--- src/rtl/cart_pkg.sv ---
// Shared types and constants for the cartridge-to-memory bridge.
package cart_pkg;

  typedef enum logic [1:0] {
    StIdle,
    StReq,
    StHold
  } cart_state_e;

  // Value the bus floats to when nothing has been read.
  localparam logic [7:0] IdleData = 8'hFF;

  localparam int unsigned DefaultAddrW = 23;

endpackage

--- src/rtl/cart_mem_bridge_if.sv ---
// External memory request port: level request, one-cycle acknowledge pulse.
interface cart_mem_bridge_if #(
  parameter int unsigned ADDR_W = cart_pkg::DefaultAddrW
) ();

  logic              mem_req;
  logic              mem_we;
  logic [ADDR_W-1:0] mem_a;
  logic [7:0]        mem_wdata;
  logic              mem_ack;
  logic [7:0]        mem_rdata;

  modport master (
    output mem_req,
    output mem_we,
    output mem_a,
    output mem_wdata,
    input  mem_ack,
    input  mem_rdata
  );

  modport slave (
    input  mem_req,
    input  mem_we,
    input  mem_a,
    input  mem_wdata,
    output mem_ack,
    output mem_rdata
  );

endinterface

--- src/rtl/cart_sync.sv ---
// N-stage synchroniser for one active-high level, with rising-edge detect on the synced output.
module cart_sync #(
  parameter int unsigned Stages = 2
) (
  input  logic clk_i,
  input  logic rst_ni,
  input  logic d_i,
  output logic q_o,
  output logic rise_o
);

  logic [Stages-1:0] sync_q, sync_d;
  logic              prev_q;

  always_comb begin
    sync_d = {sync_q[Stages-2:0], d_i};
  end

  always_ff @(posedge clk_i or negedge rst_ni) begin
    if (!rst_ni) begin
      sync_q <= '0;
      prev_q <= 1'b0;
    end else begin
      sync_q <= sync_d;
      prev_q <= sync_q[Stages-1];
    end
  end

  assign q_o    = sync_q[Stages-1];
  assign rise_o = sync_q[Stages-1] & ~prev_q;

endmodule

--- src/rtl/cart_mem_bridge.sv ---
// Turns each mapped MSX cartridge cycle into one external memory request, stalling the Z80 via
// wait_n. Define CART_READ_CACHE_EN to add a single-entry read cache.
module cart_mem_bridge
  import cart_pkg::*;
#(
  parameter int unsigned SYNC_STAGES    = 2,
  parameter int unsigned TIMEOUT_CYCLES = 64,
  parameter int unsigned ADDR_W         = DefaultAddrW
) (
  input  logic              clk,
  input  logic              reset_n,
  input  logic              cart_ena,
  input  logic              ram_ena,
  input  logic [ADDR_W-1:0] mem_addr,
  input  logic              rd_n,
  input  logic              wr_n,
  input  logic [7:0]        cdin,
  output logic [7:0]        cdout,
  output logic              cdout_oe,
  output logic              wait_n,
  output logic              timeout_flag,
  cart_mem_bridge_if.master mem
);

  localparam int unsigned CntW = $clog2(TIMEOUT_CYCLES + 1);
  localparam logic [CntW-1:0] CntLast = CntW'(TIMEOUT_CYCLES - 1);

  logic rd_s, wr_s, ce_s, rd_rise, wr_rise, unused_ce_rise;
  logic start, strobe, hit;

  cart_state_e       state_q, state_d;
  logic [CntW-1:0]   cnt_q, cnt_d;
  logic              req_q, req_d, we_q, we_d, wait_q, wait_d;
  logic              oe_q, oe_d, tflag_q, tflag_d;
  logic [ADDR_W-1:0] a_q, a_d;
  logic [7:0]        wdata_q, wdata_d, cdout_q, cdout_d;

  cart_sync #(.Stages(SYNC_STAGES)) u_sync_rd (
    .clk_i (clk),
    .rst_ni(reset_n),
    .d_i   (~rd_n),
    .q_o   (rd_s),
    .rise_o(rd_rise)
  );

  cart_sync #(.Stages(SYNC_STAGES)) u_sync_wr (
    .clk_i (clk),
    .rst_ni(reset_n),
    .d_i   (~wr_n),
    .q_o   (wr_s),
    .rise_o(wr_rise)
  );

  cart_sync #(.Stages(SYNC_STAGES)) u_sync_ce (
    .clk_i (clk),
    .rst_ni(reset_n),
    .d_i   (cart_ena),
    .q_o   (ce_s),
    .rise_o(unused_ce_rise)
  );

  assign strobe = rd_s | wr_s;
  // Exactly one strobe newly active; both together never starts a cycle.
  assign start  = ce_s & ((rd_rise & ~wr_s) | (wr_rise & ~rd_s));

`ifdef CART_READ_CACHE_EN
  logic              cvld_q, cvld_d;
  logic [ADDR_W-1:0] caddr_q, caddr_d;
  logic [7:0]        cdata_q, cdata_d;

  assign hit = cvld_q && (caddr_q == mem_addr);

  always_ff @(posedge clk or negedge reset_n) begin
    if (!reset_n) begin
      cvld_q  <= 1'b0;
      caddr_q <= '0;
      cdata_q <= 8'h00;
    end else begin
      cvld_q  <= cvld_d;
      caddr_q <= caddr_d;
      cdata_q <= cdata_d;
    end
  end
`else
  assign hit = 1'b0;
`endif

  always_comb begin
    state_d = state_q;
    cnt_d   = cnt_q;
    req_d   = req_q;
    we_d    = we_q;
    a_d     = a_q;
    wdata_d = wdata_q;
    wait_d  = wait_q;
    cdout_d = cdout_q;
    oe_d    = oe_q;
    tflag_d = tflag_q;
`ifdef CART_READ_CACHE_EN
    cvld_d  = cvld_q;
    caddr_d = caddr_q;
    cdata_d = cdata_q;
`endif
    unique case (state_q)
      StIdle: begin
        if (start) begin
          if (rd_s && hit) begin
`ifdef CART_READ_CACHE_EN
            cdout_d = cdata_q;
`endif
            oe_d    = 1'b1;
            state_d = StHold;
          end else if (rd_s || ram_ena) begin
            state_d = StReq;
            req_d   = 1'b1;
            wait_d  = 1'b0;
            we_d    = wr_s;
            a_d     = mem_addr;
            wdata_d = cdin;
            cnt_d   = '0;
`ifdef CART_READ_CACHE_EN
            if (wr_s) cvld_d = 1'b0;
`endif
          end else begin
            // ROM-mode write is a bank-register access handled by the mapper.
            state_d = StHold;
          end
        end
      end
      StReq: begin
        if (mem.mem_ack || (cnt_q == CntLast)) begin
          req_d   = 1'b0;
          wait_d  = 1'b1;
          state_d = strobe ? StHold : StIdle;
          if (mem.mem_ack) begin
            if (!we_q && strobe) begin
              cdout_d = mem.mem_rdata;
              oe_d    = 1'b1;
`ifdef CART_READ_CACHE_EN
              cvld_d  = 1'b1;
              caddr_d = a_q;
              cdata_d = mem.mem_rdata;
`endif
            end
          end else begin
            tflag_d = 1'b1;
`ifdef CART_READ_CACHE_EN
            cvld_d  = 1'b0;
`endif
            if (!we_q && strobe) begin
              cdout_d = IdleData;
              oe_d    = 1'b1;
            end
          end
        end else begin
          cnt_d = cnt_q + CntW'(1);
        end
      end
      StHold: begin
        if (!strobe) begin
          oe_d    = 1'b0;
          state_d = StIdle;
        end
      end
      default: state_d = StIdle;
    endcase
  end

  always_ff @(posedge clk or negedge reset_n) begin
    if (!reset_n) begin
      state_q <= StIdle;
      cnt_q   <= '0;
      req_q   <= 1'b0;
      we_q    <= 1'b0;
      a_q     <= '0;
      wdata_q <= 8'h00;
      wait_q  <= 1'b1;
      cdout_q <= IdleData;
      oe_q    <= 1'b0;
      tflag_q <= 1'b0;
    end else begin
      state_q <= state_d;
      cnt_q   <= cnt_d;
      req_q   <= req_d;
      we_q    <= we_d;
      a_q     <= a_d;
      wdata_q <= wdata_d;
      wait_q  <= wait_d;
      cdout_q <= cdout_d;
      oe_q    <= oe_d;
      tflag_q <= tflag_d;
    end
  end

  assign mem.mem_req   = req_q;
  assign mem.mem_we    = we_q;
  assign mem.mem_a     = a_q;
  assign mem.mem_wdata = wdata_q;
  assign cdout         = cdout_q;
  assign cdout_oe      = oe_q;
  assign wait_n        = wait_q;
  assign timeout_flag  = tflag_q;

endmodule

--- src/flat_wrapper.sv ---
// flat-port wrapper written by rule: the top's interface ports become plain ports
module cart_mem_bridge_flat import cart_pkg::*;
#(
  parameter int unsigned SYNC_STAGES    = 2,
  parameter int unsigned TIMEOUT_CYCLES = 64,
  parameter int unsigned ADDR_W         = DefaultAddrW
)
  (clk, reset_n, cart_ena, ram_ena, mem_addr, rd_n, wr_n, cdin, cdout, cdout_oe, wait_n, timeout_flag, mem_mem_req, mem_mem_we, mem_mem_a, mem_mem_wdata, mem_mem_ack, mem_mem_rdata);
  cart_mem_bridge_if #(.ADDR_W(ADDR_W)) mem_i ();
  input  logic clk;
  input  logic reset_n;
  input  logic cart_ena;
  input  logic ram_ena;
  input  logic [ADDR_W-1:0] mem_addr;
  input  logic rd_n;
  input  logic wr_n;
  input  logic [7:0] cdin;
  output logic [7:0] cdout;
  output logic cdout_oe;
  output logic wait_n;
  output logic timeout_flag;
  output wire logic [$bits(mem_i.mem_req)-1:0] mem_mem_req;
  output wire logic [$bits(mem_i.mem_we)-1:0] mem_mem_we;
  output wire logic [$bits(mem_i.mem_a)-1:0] mem_mem_a;
  output wire logic [$bits(mem_i.mem_wdata)-1:0] mem_mem_wdata;
  input wire logic [$bits(mem_i.mem_ack)-1:0] mem_mem_ack;
  input wire logic [$bits(mem_i.mem_rdata)-1:0] mem_mem_rdata;
  assign mem_mem_req = mem_i.mem_req;
  assign mem_mem_we = mem_i.mem_we;
  assign mem_mem_a = mem_i.mem_a;
  assign mem_mem_wdata = mem_i.mem_wdata;
  assign mem_i.mem_ack = mem_mem_ack;
  assign mem_i.mem_rdata = mem_mem_rdata;
  cart_mem_bridge #(.SYNC_STAGES(SYNC_STAGES), .TIMEOUT_CYCLES(TIMEOUT_CYCLES), .ADDR_W(ADDR_W)) u_core (.clk(clk), .reset_n(reset_n), .cart_ena(cart_ena), .ram_ena(ram_ena), .mem_addr(mem_addr), .rd_n(rd_n), .wr_n(wr_n), .cdin(cdin), .cdout(cdout), .cdout_oe(cdout_oe), .wait_n(wait_n), .timeout_flag(timeout_flag), .mem(mem_i));
endmodule
--- config.mk ---
export PLATFORM = sky130hd
export DESIGN_NAME = cart_mem_bridge_flat
export DESIGN_NICKNAME = d
export VERILOG_FILES = /design/src/rtl/cart_pkg.sv /design/src/rtl/cart_mem_bridge_if.sv /design/src/rtl/cart_sync.sv /design/src/rtl/cart_mem_bridge.sv /design/src/flat_wrapper.sv
export SDC_FILE = /design/constraint.sdc
export NUM_CORES = 1
export LEC_CHECK = 0
export CORE_ASPECT_RATIO = 1.2
export CORE_MARGIN = 8
export CORE_UTILIZATION = 30
export CTS_BUF_LIST = sky130_fd_sc_hd__clkbuf_4
export CTS_CLUSTER_DIAMETER = 80
export DETAILED_ROUTE_END_ITERATION = 8
export DONT_BUFFER_PORTS = 1
export PLACE_DENSITY = 0.42
export SYNTH_ARGS = -nofsm -noshare
export SYNTH_HDL_FRONTEND = slang
export SYNTH_SLANG_ARGS = --single-unit
--- constraint.sdc ---
create_clock -name clk -period 1.8 [get_ports clk]
set_clock_uncertainty 0.15 [all_clocks]
set_input_delay 0.18 -clock clk [delete_from_list [all_inputs] [get_ports clk]]
set_output_delay 0.18 -clock clk [all_outputs]
set_load 0.05 [all_outputs]
==> results of run 1 <==
## registers in the layout (all words and copies together), names as in the netlist
register	flops
u_core.u_sync_ce.sync_q	2
u_core.cnt_q	7
u_core.mem.mem_wdata	8
u_core.mem.mem_req	1
u_core.u_sync_rd.prev_q	1
u_core.mem.mem_a	23
u_core.mem.mem_we	1
u_core.timeout_flag	1
u_core.u_sync_rd.sync_q	2
u_core.u_sync_wr.prev_q	1
u_core.wait_n	1
u_core.state_q	2
u_core.u_sync_wr.sync_q	2
u_core.cdout_oe	1
u_core.cdout	8
## metal layers
layer	part of all wire, %	up-vias
li1	-	707
met1	39	769
met2	50	68
met3	9.2	11
met4	1.8	0
met5	0	-
## power by group
part           switching [mW]  internal, mW
Sequential               1.90          1.91
Combinational           0.327         0.703
Clock                   0.487         0.566
## final cells by class
cell class	instances	share of cell area, %
Clock buffer	10	2.15
Multi-Input combinational cell	82	26.3
Tap cell	92	3.30
Sequential cell	61	44.1
Inverter	4	0.431
Timing Repair Buffer	68	21.4
Clock inverter	6	2.23
## per-stage QoR
step	power, mW	util [%]	cell area [sq um]
detailed placement	4.42	33.0	2520
global placement	4.37	33.0	2520
CTS	5.60	41.3	3150
global route	6.18	45.7	3490
floorplan	4.14	-	2340
finish	5.89	45.7	3490
## cell usage in the layout (no fill, tap or decap), types with 8 or more instances in the layout
cell type	n
clkbuf_4	10
dlygate4sd3_1	45
dfstp_2	9
buf_4	12
mux2_4	32
o22a_1	8
dfrtp_1	51
## cells by family after synthesis
kind of cell	Yosys count
simple gates	21
xor+xnor	1
flops	61
buf+inv	8
fa+ha+maj	1
mux	33
compound gates	26
## critical path: cells and delay by family (launching register included)
family                 cells  cell delay [ns]
AND/OR/NAND/NOR            1             0.25
AO/OA/AOI/OAI              1             0.28
flip-flops                 1             0.41
multiplexers               1             0.30
buffers and inverters      2             0.32
## path summary, 6_finish.rpt
path	from	to	slack, ns	cells after the start
worst max-delay path	u_core.u_sync_rd.sync_q[1]	u_core.mem.mem_wdata[3]	-0.04	5
min in group asynchronous	reset_n	u_core.mem.mem_a[13]	0.19	2
max in group asynchronous	reset_n	u_core.wait_n	1.01	2
worst min register to register	u_core.u_sync_ce.sync_q[0]	u_core.u_sync_ce.sync_q[1]	0.21	0
worst min-delay path	mem_mem_ack	u_core.cdout_oe	0.06	2
worst max register to register	u_core.u_sync_rd.sync_q[1]	u_core.mem.mem_wdata[3]	-0.04	5
## what timing repair did
action,in CTS,in global routing
hold buffers,46,0
hold endpoints to repair,109,0
pin swaps,0,4
setup buffers,0,9
resized for setup,1,50
setup endpoints to repair,39,50
cloned,0,3
==> flow_summary.toml, run 1 <==
[placement]
place_hpwl_um = 3680
place_inst = 249
finalWeightedCongestion = 0.670
portBuffers = 0
post-place-ws_ns = -0.0123

[clocking]
clk_path_buf_depth = 2
cts_sinks = 61
clk_pin_slew_ns = 0.10
cts_buffers = 9
htreeDepth = 3
cts_tree = "yes"
clock_latency_ns = 0.39
root_buffer = "clkbuf_4"

[drt]
ant_nets = 0
drtIter0Drc = 56
drt_pass1_iterations = 5
drc_errors = 0
viasPerCell = 4.81
dr_total_vias = 1555
wire_per_inst_um = 19.6
wl_um = 6330

[synthesis]
ys_seq_area_share_pct = 65.7
synthAdderAreaFrac_pct = 0.534
yosysWarnings = 0
synth-compound-area-share_pct = 9.62
synth_top_family_by_area = "multiplexers"
synthFlopType = "dfrtp_1"
syn-cell-area_sq_um = 2340
post-synth-top-count-cell = "dfrtp_1"
syn_avg_cell_area_sq_um = 15.5
synth_common_cells = "dfrtp_1, mux2_1, dfstp_2"
synth_nets = 198
synth_edf_count = 0
synth_area_leaders = "dfrtp_1, mux2_1, dfstp_2"
synth_cells = 151
synth-simple-area-share_pct = 6.09
synth-xor-area-share_pct = 0.374
yosysUniqueCellTypes = 35
synthMuxAreaShare_pct = 15.9
synth_top_cell_area_share_pct = 55.6
ys_ff_latch = 61
synth-async-reset-ratio_pct = 100
synth_largest_area_cell = "dfrtp_1"

[sta]
fin_crit_ns = 1.84
hold_violations = 0
whs_ns = 0.0621
finalCritPeriodShare_pct = 102
finalSetupViolCount = 30
fmax_mhz = 542
finalSetupTns_ns = -0.701
rsz0062_at_grt = "true"
slew_violations = 0
slew_headroom_pct = 66.3
max_slew.worst_pin.slew_ns = 0.506
worst_slack_ns = -0.0446

[run_status]
outcome = "finished, violations left"
violations = "negative setup slack"

[floorplan]
die_h_um = 113
io_pins = 90
die_w_um = 96.6
core_sq_um = 7620
die_area_sq_um = 10900
initial_core_util_pct = 30.7
num_rows = 35

[grt]
grt_start_max_net_pins = 62
grt_usage_pct = 10.8
gr-usage-met3_pct = 6.52
antenna_found_initial = 0
grt_first_pass_wirelength_um = 9230
use_met1_pct = 10.7
grt-ovfl-total = 0
grt_use_met2_pct = 17.4
grt_pass1_vias = 1715
grt.busiest_layer = "met2"

[critical_path]
cp.required_ns = 1.92
cp_data_arrival_time_ns = 1.97
slowest_delay_ns = 0.41
crit_fanout = 6
cp-start-kind = "register"
crit_type = "reg -> reg"
crit_chain = "and4bb_1 > o211ai_4 > buf_6 > clkbuf_16 > mux2_4"
endpoint_kind = "register"
cp_slowest_cell = "dfrtp_1"

[run]
maxCapViolations = 0

[hold_path]
min_path_type = "in -> reg"

[cells_and_area]
drive_above_1_share_pct = 39.0
diodes = 0
stdcell_count = 323
nNetsFinal = 273
area_delta_synth_final_pct = 48.9
seqCellArea_sq_um = 1540
multi_input_area_sq_um = 917
nFillCells = 683

[pwr]
p_per_area_nw_per_um2 = 1690
vdd_ir_drop_max_mv = 1.02
leakage_nw = 1.64
Power figures use the tool's default switching activity.
==> run 2, diff against run 1 <==
--- a/config.mk
+++ b/config.mk
@@ -13,6 +13,8 @@
 export DETAILED_ROUTE_END_ITERATION = 8
 export DONT_BUFFER_PORTS = 1
 export PLACE_DENSITY = 0.42
+export SETUP_SLACK_MARGIN = 0.4
+export SLEW_MARGIN = 40
 export SYNTH_ARGS = -nofsm -noshare
 export SYNTH_HDL_FRONTEND = slang
 export SYNTH_SLANG_ARGS = --single-unit
==> run 2 against run 1 <==
Net effect: the run ends with negative hold slack left; critical path depth decreased by 1; non-clock buffer count decreased by 6; total power decreased by 7.9%; sequential share of layout area increased by 3.3 points; design area decreased by 4.7%; critical path type unchanged.
==> flow_summary.toml, run 2 (synthesized netlist as in run 1, its figures left out) <==
[run_status]
outcome = "finished, violations left"
violations = "negative hold slack"

[cells_and_area]
layout_common_cells = "dlygate4sd3_1, dfrtp_2, mux2_1"
fin_area_sq_um = 3320
final_util_pct = 43.6
largest_reg_flops = 23
nNetsFinal = 268
nFillCells = 694
seqCellArea_sq_um = 1580
diodes = 0
drive_above_1_share_pct = 43.8
multi_input_area_sq_um = 902
final_common_cell = "dlygate4sd3_1"
area_delta_synth_final_pct = 41.8

[grt]
grt_start_max_net_pins = 62
grt-ovfl-total = 0
grt_pass1_vias = 1751
grt_usage_pct = 10.7
grt_first_pass_wirelength_um = 9180
antenna_found_initial = 0

[sta]
slew_violations = 0
whs_ns = -0.681
rsz0062_at_grt = "true"
finalSetupViolCount = 0
max_slew.worst_pin.slew_ns = 0.513
fin_crit_ns = 1.72
hold_violations = 75
slew_headroom_pct = 65.8
fmax_mhz = 580
finalSetupTns_ns = 0
finalCritPeriodShare_pct = 95.8

[critical_path]
cp_slowest_cell = "dfrtp_1"
crit_chain = "and4bb_1 > o211ai_4 > buf_12 > mux2_2"
path_buf_inv = 1
cp_data_arrival_time_ns = 1.84
cp-start-kind = "register"
crit_family = "flip-flops"
slowest_delay_ns = 0.40
endpoint_kind = "register"
crit_fanout = 25
crit_type = "reg -> reg"
cp.required_ns = 1.92

[clocking]
root_buffer = "clkbuf_4"
htreeDepth = 3
cts_tree = "yes"
clk_path_buf_depth = 2
cts_sinks = 61
cts_buffers = 9
hold_buffers = 42
clock_latency_ns = 0.38
clk_pin_slew_ns = 0.10

[pwr]
vdd_ir_drop_max_mv = 1.07
p_switching_mw = 2.63
internal_power_mw = 2.79
seqPwrFrac_pct = 71.1
p_clk_share_pct = 14.1
combPwrFrac_pct = 14.8
p_per_area_nw_per_um2 = 1630
leakage_nw = 1.39
swShare_pct = 48.5
finalPower_mw = 5.42

[drt]
ant_nets = 0
viasPerCell = 4.77
drt_pass1_iterations = 4
drc_errors = 0
drtIter0Drc = 39
dr_total_vias = 1516
wl_um = 5650
wire_per_inst_um = 17.8

[floorplan]
initial_core_util_pct = 30.7
die_h_um = 113
io_pins = 90
num_rows = 35
die_w_um = 96.6
die_area_sq_um = 10900
core_sq_um = 7620

[placement]
finalWeightedCongestion = 0.662
place_hpwl_um = 3660
portBuffers = 0
postPlaceCellArea_sq_um = 2510

[run]
maxCapViolations = 0

[hold_path]
min_path_type = "in -> async"
-- run 2: changes by cell type in the layout (fill, tap and decap cells not counted), sizes merged --
cell,previous run,this run
bufinv,2,0
clkbuf,13,12
o211a,1,2
dlygate4sd3,45,42
-- run 2: area by class of cell --
cell class / count / area share, %
Clock buffer: 12 / 2.71
Clock inverter: 4 / 0.528
Inverter: 4 / 0.452
Multi-Input combinational cell: 83 / 27.2
Sequential cell: 61 / 47.4
Tap cell: 92 / 3.47
Timing Repair Buffer: 62 / 18.2
-- run 2: path summary, 6_finish.rpt --
check                                      startpoint                         end  slack (ns)  depth (start not counted)
max                        u_core.u_sync_wr.sync_q[1]         u_core.mem.mem_a[3]        0.08                          4
min                                           reset_n     u_core.mem.mem_wdata[7]       -0.68                          0
max reg2reg                u_core.u_sync_wr.sync_q[1]         u_core.mem.mem_a[3]        0.08                          4
min reg2reg                u_core.u_sync_rd.sync_q[0]  u_core.u_sync_rd.sync_q[1]        0.21                          0
max in group asynchronous                     reset_n             u_core.cdout[3]        1.97                          0
min in group clk                          mem_mem_ack         u_core.timeout_flag       -0.11                          2
-- run 2: per-layer routing --
layer	vias to the layer above	wire length (um)	GRT usage (%)
met5	-	0	0
met4	0	73	5.24
met3	7	542	5.97
met2	65	3050	18.6
met1	747	1990	9.88
li1	697	-	-
-- run 2: worst reg2reg max path, stage by stage (launching register included) --
cell and delay (ns):
dfrtp_1 0.40, and4bb_1 0.22, o211ai_4 0.25, buf_12 0.23
mux2_2 0.36
-- run 2: power by group through the flow --
stage          clock network [mW]  logic [mW]  registers (mW)
2_1_floorplan                   0       0.451            3.72
3_3_place_gp                    0       0.568            3.81
3_5_place_dp                    0       0.614            3.82
4_1_cts                     0.819       0.774            3.84
5_1_grt                     0.890       0.877            3.93
6_report                    0.762       0.802            3.86
-- run 2: repair_timing --
item / in CTS / in global routing
setup endpoints to repair: 83 / 80
resized for setup: 38 / 17
pin swaps: 5 / 2
hold endpoints to repair: 109 / 75
cloned: 1 / 0
buffers inserted: 11 / 3
-- run 2: metrics by stage --
step,worst slack (ns),cells
global placement,0.0809,245
finish,0.0753,318
global route,0.00672,318
floorplan,0.124,151
detailed placement,0.0309,245
CTS,0.0662,315
